===== config.mk =====
export PLATFORM = sky130hd
export DESIGN_NAME = ws_tile_scheduler
export DESIGN_NICKNAME = d
export VERILOG_FILES = /design/src/rtl/ws_tile_scheduler.sv
export SDC_FILE = /design/constraint.sdc
export NUM_CORES = 1
export LEC_CHECK = 0
export CORE_AREA = 2 2 165 167
export DETAILED_ROUTE_END_ITERATION = 8
export DIE_AREA = 0 0 167 169
export GPL_TIMING_DRIVEN = 1
export HOLD_SLACK_MARGIN = 0.06
export SLEW_MARGIN = 20
export SYNTH_ARGS = -nofsm -noshare
export SYNTH_HDL_FRONTEND = slang
export SYNTH_SLANG_ARGS = --single-unit
export TNS_END_PERCENT = 5

===== constraint.sdc =====
create_clock -name clk -period 3.53 [get_ports clk]
set_clock_uncertainty 0.05 [all_clocks]
set_input_delay 0.5295 -clock clk [delete_from_list [all_inputs] [get_ports clk]]
set_output_delay 0.5295 -clock clk [all_outputs]
set_load 0.005 [all_outputs]

===== src/rtl/ws_tile_scheduler.sv =====
// Walks an N x K grid of PE-array-sized GEMM tiles (N outer, K inner), issuing one
// go pulse per tile to the weight-stationary array controller and waiting for its done.
module ws_tile_scheduler #(
  parameter int ARRAY_ROWS = 3,
  parameter int ARRAY_COLS = 3,
  parameter int ADDR_W     = 32,
  parameter int CNT_W      = 8
) (
  input  logic              clk,
  input  logic              rst_n,
  input  logic              start,
  input  logic              abort,
  input  logic [CNT_W-1:0]  num_n_tiles,
  input  logic [CNT_W-1:0]  num_k_tiles,
  input  logic [ADDR_W-1:0] weight_base,
  input  logic [ADDR_W-1:0] iact_base,
  input  logic [ADDR_W-1:0] psum_base,
  input  logic              ctrl_done,
  output logic              ctrl_go,
  output logic [ADDR_W-1:0] tile_weight_addr,
  output logic [ADDR_W-1:0] tile_iact_addr,
  output logic [ADDR_W-1:0] tile_psum_addr,
  output logic              accumulate,
  output logic              busy,
  output logic              done,
  output logic              err
);

  localparam logic [2:0] S_IDLE    = 3'd0;
  localparam logic [2:0] S_ISSUE   = 3'd1;
  localparam logic [2:0] S_WAIT    = 3'd2;
  localparam logic [2:0] S_ADVANCE = 3'd3;
  localparam logic [2:0] S_FIN     = 3'd4;

  // Weight and psum tiles are R x C words; iact tiles are R x R words.
  localparam logic [ADDR_W-1:0] W_STEP = ADDR_W'(ARRAY_ROWS * ARRAY_COLS);
  localparam logic [ADDR_W-1:0] I_STEP = ADDR_W'(ARRAY_ROWS * ARRAY_ROWS);

  logic [2:0]        r_state;
  logic [CNT_W-1:0]  r_num_n;
  logic [CNT_W-1:0]  r_num_k;
  logic [CNT_W-1:0]  r_n;
  logic [CNT_W-1:0]  r_k;
  logic [ADDR_W-1:0] r_iact_base;
  logic [ADDR_W-1:0] r_weight;
  logic [ADDR_W-1:0] r_iact;
  logic [ADDR_W-1:0] r_psum;
  logic              r_acc;
  logic              r_go;
  logic              r_done;
  logic              r_err;
  logic              r_busy;

  logic w_last_k;
  logic w_last_n;
  logic w_zero_cnt;

  // Counts are known non-zero once latched, so count-1 cannot underflow.
  assign w_last_k   = (r_k == r_num_k - CNT_W'(1));
  assign w_last_n   = (r_n == r_num_n - CNT_W'(1));
  assign w_zero_cnt = (num_n_tiles == '0) || (num_k_tiles == '0);

  // NOTE: every register here is updated with non-blocking assignments so all
  // state advances together on the edge regardless of statement order.
  always_ff @(posedge clk or negedge rst_n) begin
    if (!rst_n) begin
      r_state     <= S_IDLE;
      r_num_n     <= '0;
      r_num_k     <= '0;
      r_n         <= '0;
      r_k         <= '0;
      r_iact_base <= '0;
      r_weight    <= '0;
      r_iact      <= '0;
      r_psum      <= '0;
      r_acc       <= 1'b0;
      r_go        <= 1'b0;
      r_done      <= 1'b0;
      r_err       <= 1'b0;
      r_busy      <= 1'b0;
    end else begin
      r_go   <= 1'b0;
      r_done <= 1'b0;
      r_err  <= 1'b0;
      if (abort) begin
        r_state <= S_IDLE;
        r_busy  <= 1'b0;
      end else begin
        case (r_state)
          S_IDLE: begin
            if (start) begin
              if (w_zero_cnt) begin
                r_err <= 1'b1;
              end else begin
                r_num_n     <= num_n_tiles;
                r_num_k     <= num_k_tiles;
                r_n         <= '0;
                r_k         <= '0;
                r_iact_base <= iact_base;
                r_weight    <= weight_base;
                r_iact      <= iact_base;
                r_psum      <= psum_base;
                r_acc       <= 1'b0;
                r_go        <= 1'b1;
                r_busy      <= 1'b1;
                r_state     <= S_ISSUE;
              end
            end
          end
          // The controller's done is still high from the previous tile here.
          S_ISSUE: r_state <= S_WAIT;
          S_WAIT: begin
            if (ctrl_done) r_state <= S_ADVANCE;
          end
          S_ADVANCE: begin
            if (!w_last_k) begin
              r_k      <= r_k + CNT_W'(1);
              r_weight <= r_weight + W_STEP;
              r_iact   <= r_iact + I_STEP;
              r_acc    <= 1'b1;
              r_go     <= 1'b1;
              r_state  <= S_ISSUE;
            end else if (!w_last_n) begin
              r_n      <= r_n + CNT_W'(1);
              r_k      <= '0;
              r_weight <= r_weight + W_STEP;
              r_iact   <= r_iact_base;
              r_psum   <= r_psum + W_STEP;
              r_acc    <= 1'b0;
              r_go     <= 1'b1;
              r_state  <= S_ISSUE;
            end else begin
              r_done  <= 1'b1;
              r_state <= S_FIN;
            end
          end
          S_FIN: begin
            r_busy  <= 1'b0;
            r_state <= S_IDLE;
          end
          default: begin
            r_busy  <= 1'b0;
            r_state <= S_IDLE;
          end
        endcase
      end
    end
  end

  assign ctrl_go          = r_go;
  assign tile_weight_addr = r_weight;
  assign tile_iact_addr   = r_iact;
  assign tile_psum_addr   = r_psum;
  assign accumulate       = r_acc;
  assign busy             = r_busy;
  assign done             = r_done;
  assign err              = r_err;

endmodule


==> out/results.ini, run 1 <==
[clocking]
clock_latency_ns = 0.43
cts_resized = 0
htree_levels = 4
numCtsBuffers = 17
clk_pin_slew_ns = 0.07
cts-root-buf = clkbuf_16
cts_tree = yes
cts_setup_buffers = 0
hold_buffers = 0
clk_path_buf_depth = 2
clock-sinks = 168

[synthesis]
ys_ff_latch = 168
synth_commonest_cells = nand2_1, dfrtp_1, a21oi_1
syn-instance-count = 1180
syn_area_per_cell_um2 = 8.152
synth_top_area_share_pct = 43.70
ys_seq_area_share_pct = 43.70
synth_area_leader_cell = dfrtp_1
yosys.cell_types.count = 72
synth-edff-count = 0
netlist_top_cells_area = dfrtp_1, nand2_1, a21oi_1, nor2_1, xnor2_1
async_flop_share_pct = 100.0
yosys_warnings = 0
synth.most_common_cell = nand2_1
syn_area_um2 = 9619
synth_nets = 1304
synth_ff_type = dfrtp_1

[cells_and_area]
final_cells = 1726
area_growth_syn_to_layout_pct = 33.43
seq_area_um2 = 4204
drive_gt1_share_pct = 5.925
fillCellCount = 2587
multi_input_area_um2 = 5004
nets = 1495

[place]
place_congestion = 0.8394
io_buffers = 217
placed_cells = 1693
hpwlAfterDp_um = 20510

[route]
wl_um = 29590
first_pass_iters = 5
drtIter0Drc = 836
drc_errors = 0
routedWlPerCell_um = 17.14
post_drt_via_cell_ratio = 5.366
dr_total_vias = 9261
ant_nets = 0

[status]
status = finished clean

[floorplanning]
start_util_pct = 36.30
num_rows = 60
die_x_um = 167
pin_count = 218
coreArea_um2 = 26500
die_y_um = 169
die-area_um2 = 28220

[global_route]
first_global_vias = 9039
grt_pass1_wl_um = 48300
grtUsageTotal_pct = 21.14
grt_max_degree = 112
antenna_found_initial = 2
globalRouteOverflowTotal = 0

[critical_path]
path_max_fanout = 17
ff2ff_path_depth = 10
cp.arrival_ns = 3.34
cpLargestDelayFamily = simple AND/OR/NAND/NOR gates
rr_endpoint = tile_psum_addr[5]
reg2reg_slack_ns = 0.46
crit_path_start_kind = flop
cp_data_required_time_ns = 3.80
path_buf_inv = 1
crit_path_max_incr_delay_ns = 0.48
timing.rr.start = r_num_k[0]
crit_type = reg2reg
crit_path_end_kind = flop
crit_chain = inv_1, ha_1, nor2b_1, or3_1, a31oi_1, nand3_1, nor2_4, nand4b_2, or3_1, o221a_1
cp_slowest_cell = or3_1
cpMostUsedCell = or3_1

[timing]
tns_ns = 0
maxSlewHeadroom_pct = 45.15
setup_viol = 0
final.min_clock_period_ns = 3.074
fmaxAchievable_mhz = 325.3
fin_hold_ws_ns = 0.05742
rsz0062_at_grt = no
finalCritPeriodShare_pct = 87.09
final_max_slew_viol_count = 0
tightestPinTransition_ns = 0.8208
hold_viol = 0

[flow_run]
maxCapViolCount = 0

[pwr]
p_per_area_nw_per_um2 = 680.5
leakagePower_nw = 5.269
peakVddDrop_mv = 0.3290

[min_path]
hp-class = in2async

## area by class of cell
type | count | area share (%)
clock buffer | 18 | 3.422
multi-input combinational | 916 | 38.98
clock inverter | 14 | 1.599
sequential | 168 | 32.75
tap | 341 | 3.324
antenna | 1 | 0.01950
inverter | 24 | 0.7019
timing repair buffer | 244 | 19.19
## stage by stage
| stage | util, % | worst slack, ns | instance area (um2) | total power [mW] |
|---|---|---|---|---|
| CTS | 48.42 | 0.4616 | 12830 | 8.793 |
| finish | 48.43 | 0.4557 | 12830 | 8.735 |
| floorplan | - | 0.7858 | 9619 | 4.944 |
| detailed placement | 45.99 | 0.4489 | 12190 | 6.684 |
| global route | 48.43 | 0.1739 | 12830 | 9.343 |
| global placement | 45.99 | 0.5294 | 12190 | 6.634 |
## worst max-delay path by stage
stage               startpoint            endpoint  slack (ns)  cells after the start
global route        r_num_k[0]  tile_psum_addr[11]        0.17                     11
floorplan           r_num_k[0]  tile_psum_addr[12]        0.79                     12
finish              r_num_k[0]   tile_psum_addr[5]        0.46                     10
global placement    r_num_k[0]   tile_psum_addr[5]        0.53                     10
detailed placement  r_num_k[0]   tile_psum_addr[5]        0.45                     10
CTS                 r_num_k[0]   tile_psum_addr[5]        0.46                     10
## cells by family (layout without fill, tap and decap cells)
| kind of cell | count (synthesis) | count (layout) | synth area share, % |
|---|---|---|---|
| simple gates | 529 | 529 | 24.90 |
| compound gates | 326 | 326 | 21.09 |
| flops | 168 | 168 | 43.70 |
| buf+inv | 96 | 300 | 4.448 |
| xor+xnor | 51 | 51 | 4.644 |
| fa+ha+maj | 7 | 7 | 0.9105 |
| mux | 3 | 3 | 0.3122 |
| other cells | 0 | 1 | 0 |
## sequential cells by signal, indices dropped and copies added (netlist names)
name,cells
r_iact_base,32
tile_iact_addr,32
tile_psum_addr,32
tile_weight_addr,32
r_k,8
r_n,8
r_num_k,8
r_num_n,8
r_state,3
accumulate,1
busy,1
ctrl_go,1
done,1
err,1
## per-layer routing
metal	global-route usage [%]	up-vias	wire [um]	share of wire [%]
li1	-	4541	-	-
met4	6.409	2	497	1.7
met5	0	-	16	0.054
met1	28.65	4427	13750	46
met3	4.980	30	1804	6.1
met2	33.67	261	13520	46
## where the power goes
part	total (mW)	leakage (nW)	internal (mW)	switching (mW)
Combinational	3.27	2.95	1.75	1.52
Clock	2.08	0.309	1.22	0.854
Sequential	3.39	2.01	2.58	0.806
Total	8.73	5.27	5.56	3.18
## placed cells by master (no fill, tap or decap), drive strengths merged, types with 22 or more instances in the layout
cell and count:
and3 23, nand3 35, nand2 257, xnor2 36
nor2 114, nor3 25, inv 30, clkdlybuf4s50 216
buf 28, o21ai 59, a21oi 131, dfrtp 168
o211ai 22
Power figures use the tool's default switching activity.
==> inputs of run 2 (changes only) <==
- CAP_MARGIN: default -> 20
- CTS_BUF_LIST: default -> sky130_fd_sc_hd__clkbuf_16
==> out/results.ini, run 2 (synthesis gave the netlist of run 1 again) <==
[clocking]
cts-root-buf = clkbuf_16
clk_path_buf_depth = 2
clock_latency_ns = 0.43
hold_buffers = 0
numCtsBuffers = 17
clk_pin_slew_ns = 0.07
htree_levels = 4
cts_setup_buffers = 0
clock-sinks = 168
cts_resized = 0
cts_tree = yes

[cells_and_area]
multi_input_area_um2 = 5004
final_common_cell = nand2_1
drive_gt1_share_pct = 5.853
fillCellCount = 2587
final_cell_mix = nand2_1, clkdlybuf4s50_1, dfrtp_1
area_growth_syn_to_layout_pct = 33.32
seq_area_um2 = 4204
nets = 1495

[timing]
maxSlewHeadroom_pct = 45.00
fmaxAchievable_mhz = 325.9
tightestPinTransition_ns = 0.8231
rsz0062_at_grt = no
hold_viol = 0
fin_hold_ws_ns = 0.05747
final.min_clock_period_ns = 3.068
final_max_slew_viol_count = 0
tns_ns = 0
setup_viol = 0
finalCritPeriodShare_pct = 86.91
worst_slack_ns = 0.4619

[critical_path]
ff2ff_path_depth = 10
cp_data_required_time_ns = 3.80
rr_endpoint = tile_psum_addr[5]
crit_path_end_kind = flop
crit_path_start_kind = flop
timing.rr.start = r_num_k[0]
reg2reg_slack_ns = 0.46
path_max_fanout = 17
cp.arrival_ns = 3.34
crit_type = reg2reg

[status]
status = finished clean

[flow_run]
maxCapViolCount = 0

[route]
wl_um = 29590
ant_nets = 0
routedWlPerCell_um = 17.14
first_pass_iters = 5
drtIter0Drc = 837
drc_errors = 0
post_drt_via_cell_ratio = 5.365
dr_total_vias = 9260

[place]
place_congestion = 0.8394
dpl_worst_slack_ns = 0.4489
hpwlAfterDp_um = 20510
io_buffers = 217

[global_route]
antenna_found_initial = 2
grt_pass1_wl_um = 48300
first_global_vias = 9039
grtUsageTotal_pct = 21.14
globalRouteOverflowTotal = 0
grt_max_degree = 112

[min_path]
hp-class = in2async

[floorplanning]
die_y_um = 169
die-area_um2 = 28220
die_x_um = 167
start_util_pct = 36.30
num_rows = 60
pin_count = 218
coreArea_um2 = 26500

[pwr]
leakagePower_nw = 5.263
p_per_area_nw_per_um2 = 679.4
peakVddDrop_mv = 0.3292

run 2: cell types whose count changed in the layout (fill, tap and decap cells not counted), sizes merged:
cell,previous run,this run
clkbuf,18,17
clkinv,2,3
run 2: where the power goes:
| part | total [mW] | switching (mW) | internal, mW |
|---|---|---|---|
| combinational | 3.27 | 1.52 | 1.75 |
| sequential | 3.39 | 0.806 | 2.58 |
| clock | 2.05 | 0.853 | 1.20 |
| total | 8.71 | 3.18 | 5.53 |
run 2: how the worst max path moves through the flow:
stage                    start                  to  depth (start not counted)
floorplan           r_num_k[0]  tile_psum_addr[12]                         12
global placement    r_num_k[0]   tile_psum_addr[5]                         10
detailed placement  r_num_k[0]   tile_psum_addr[5]                         10
CTS                 r_num_k[0]   tile_psum_addr[5]                         10
global route        r_num_k[0]  tile_psum_addr[11]                         11
finish              r_num_k[0]   tile_psum_addr[5]                         10
run 2: per-stage QoR:
step | util, % | instances | instance area, um2 | power, mW
after floorplan | - | 1180 | 9619 | 4.944
after global placement | 45.99 | 1693 | 12190 | 6.634
after detailed placement | 45.99 | 1693 | 12190 | 6.684
after CTS | 48.39 | 1725 | 12820 | 8.770
after global routing | 48.39 | 1726 | 12820 | 9.320
final | 48.39 | 1726 | 12820 | 8.713
run 2: critical path, stage by stage, from the launching register on:
cell      delay (ns)
dfrtp_1         0.43
inv_1           0.08
ha_1            0.30
nor2b_1         0.16
or3_1           0.34
a31oi_1         0.22
nand3_1         0.20
nor2_4          0.14
nand4b_2        0.45
or3_1           0.48
o221a_1         0.12
run 2: final cells by class:
class,instances,share of cell area (%)
Clock inverter,15,1.629
Timing Repair Buffer,244,19.21
Clock buffer,17,3.317
Inverter,24,0.7024
Sequential cell,168,32.78
Multi-Input combinational cell,916,39.01
Tap cell,341,3.327
Antenna cell,1,0.01951
run 2: per-layer routing:
| metal | share of wire (%) | track usage, % | wire, um | vias to the layer above |
|---|---|---|---|---|
| met5 | 0.054 | 0 | 16 | - |
| met4 | 1.7 | 6.409 | 499 | 2 |
| met3 | 6.2 | 4.980 | 1843 | 30 |
| met2 | 46 | 33.67 | 13530 | 258 |
| met1 | 46 | 28.65 | 13690 | 4429 |
| li1 | - | - | - | 4541 |
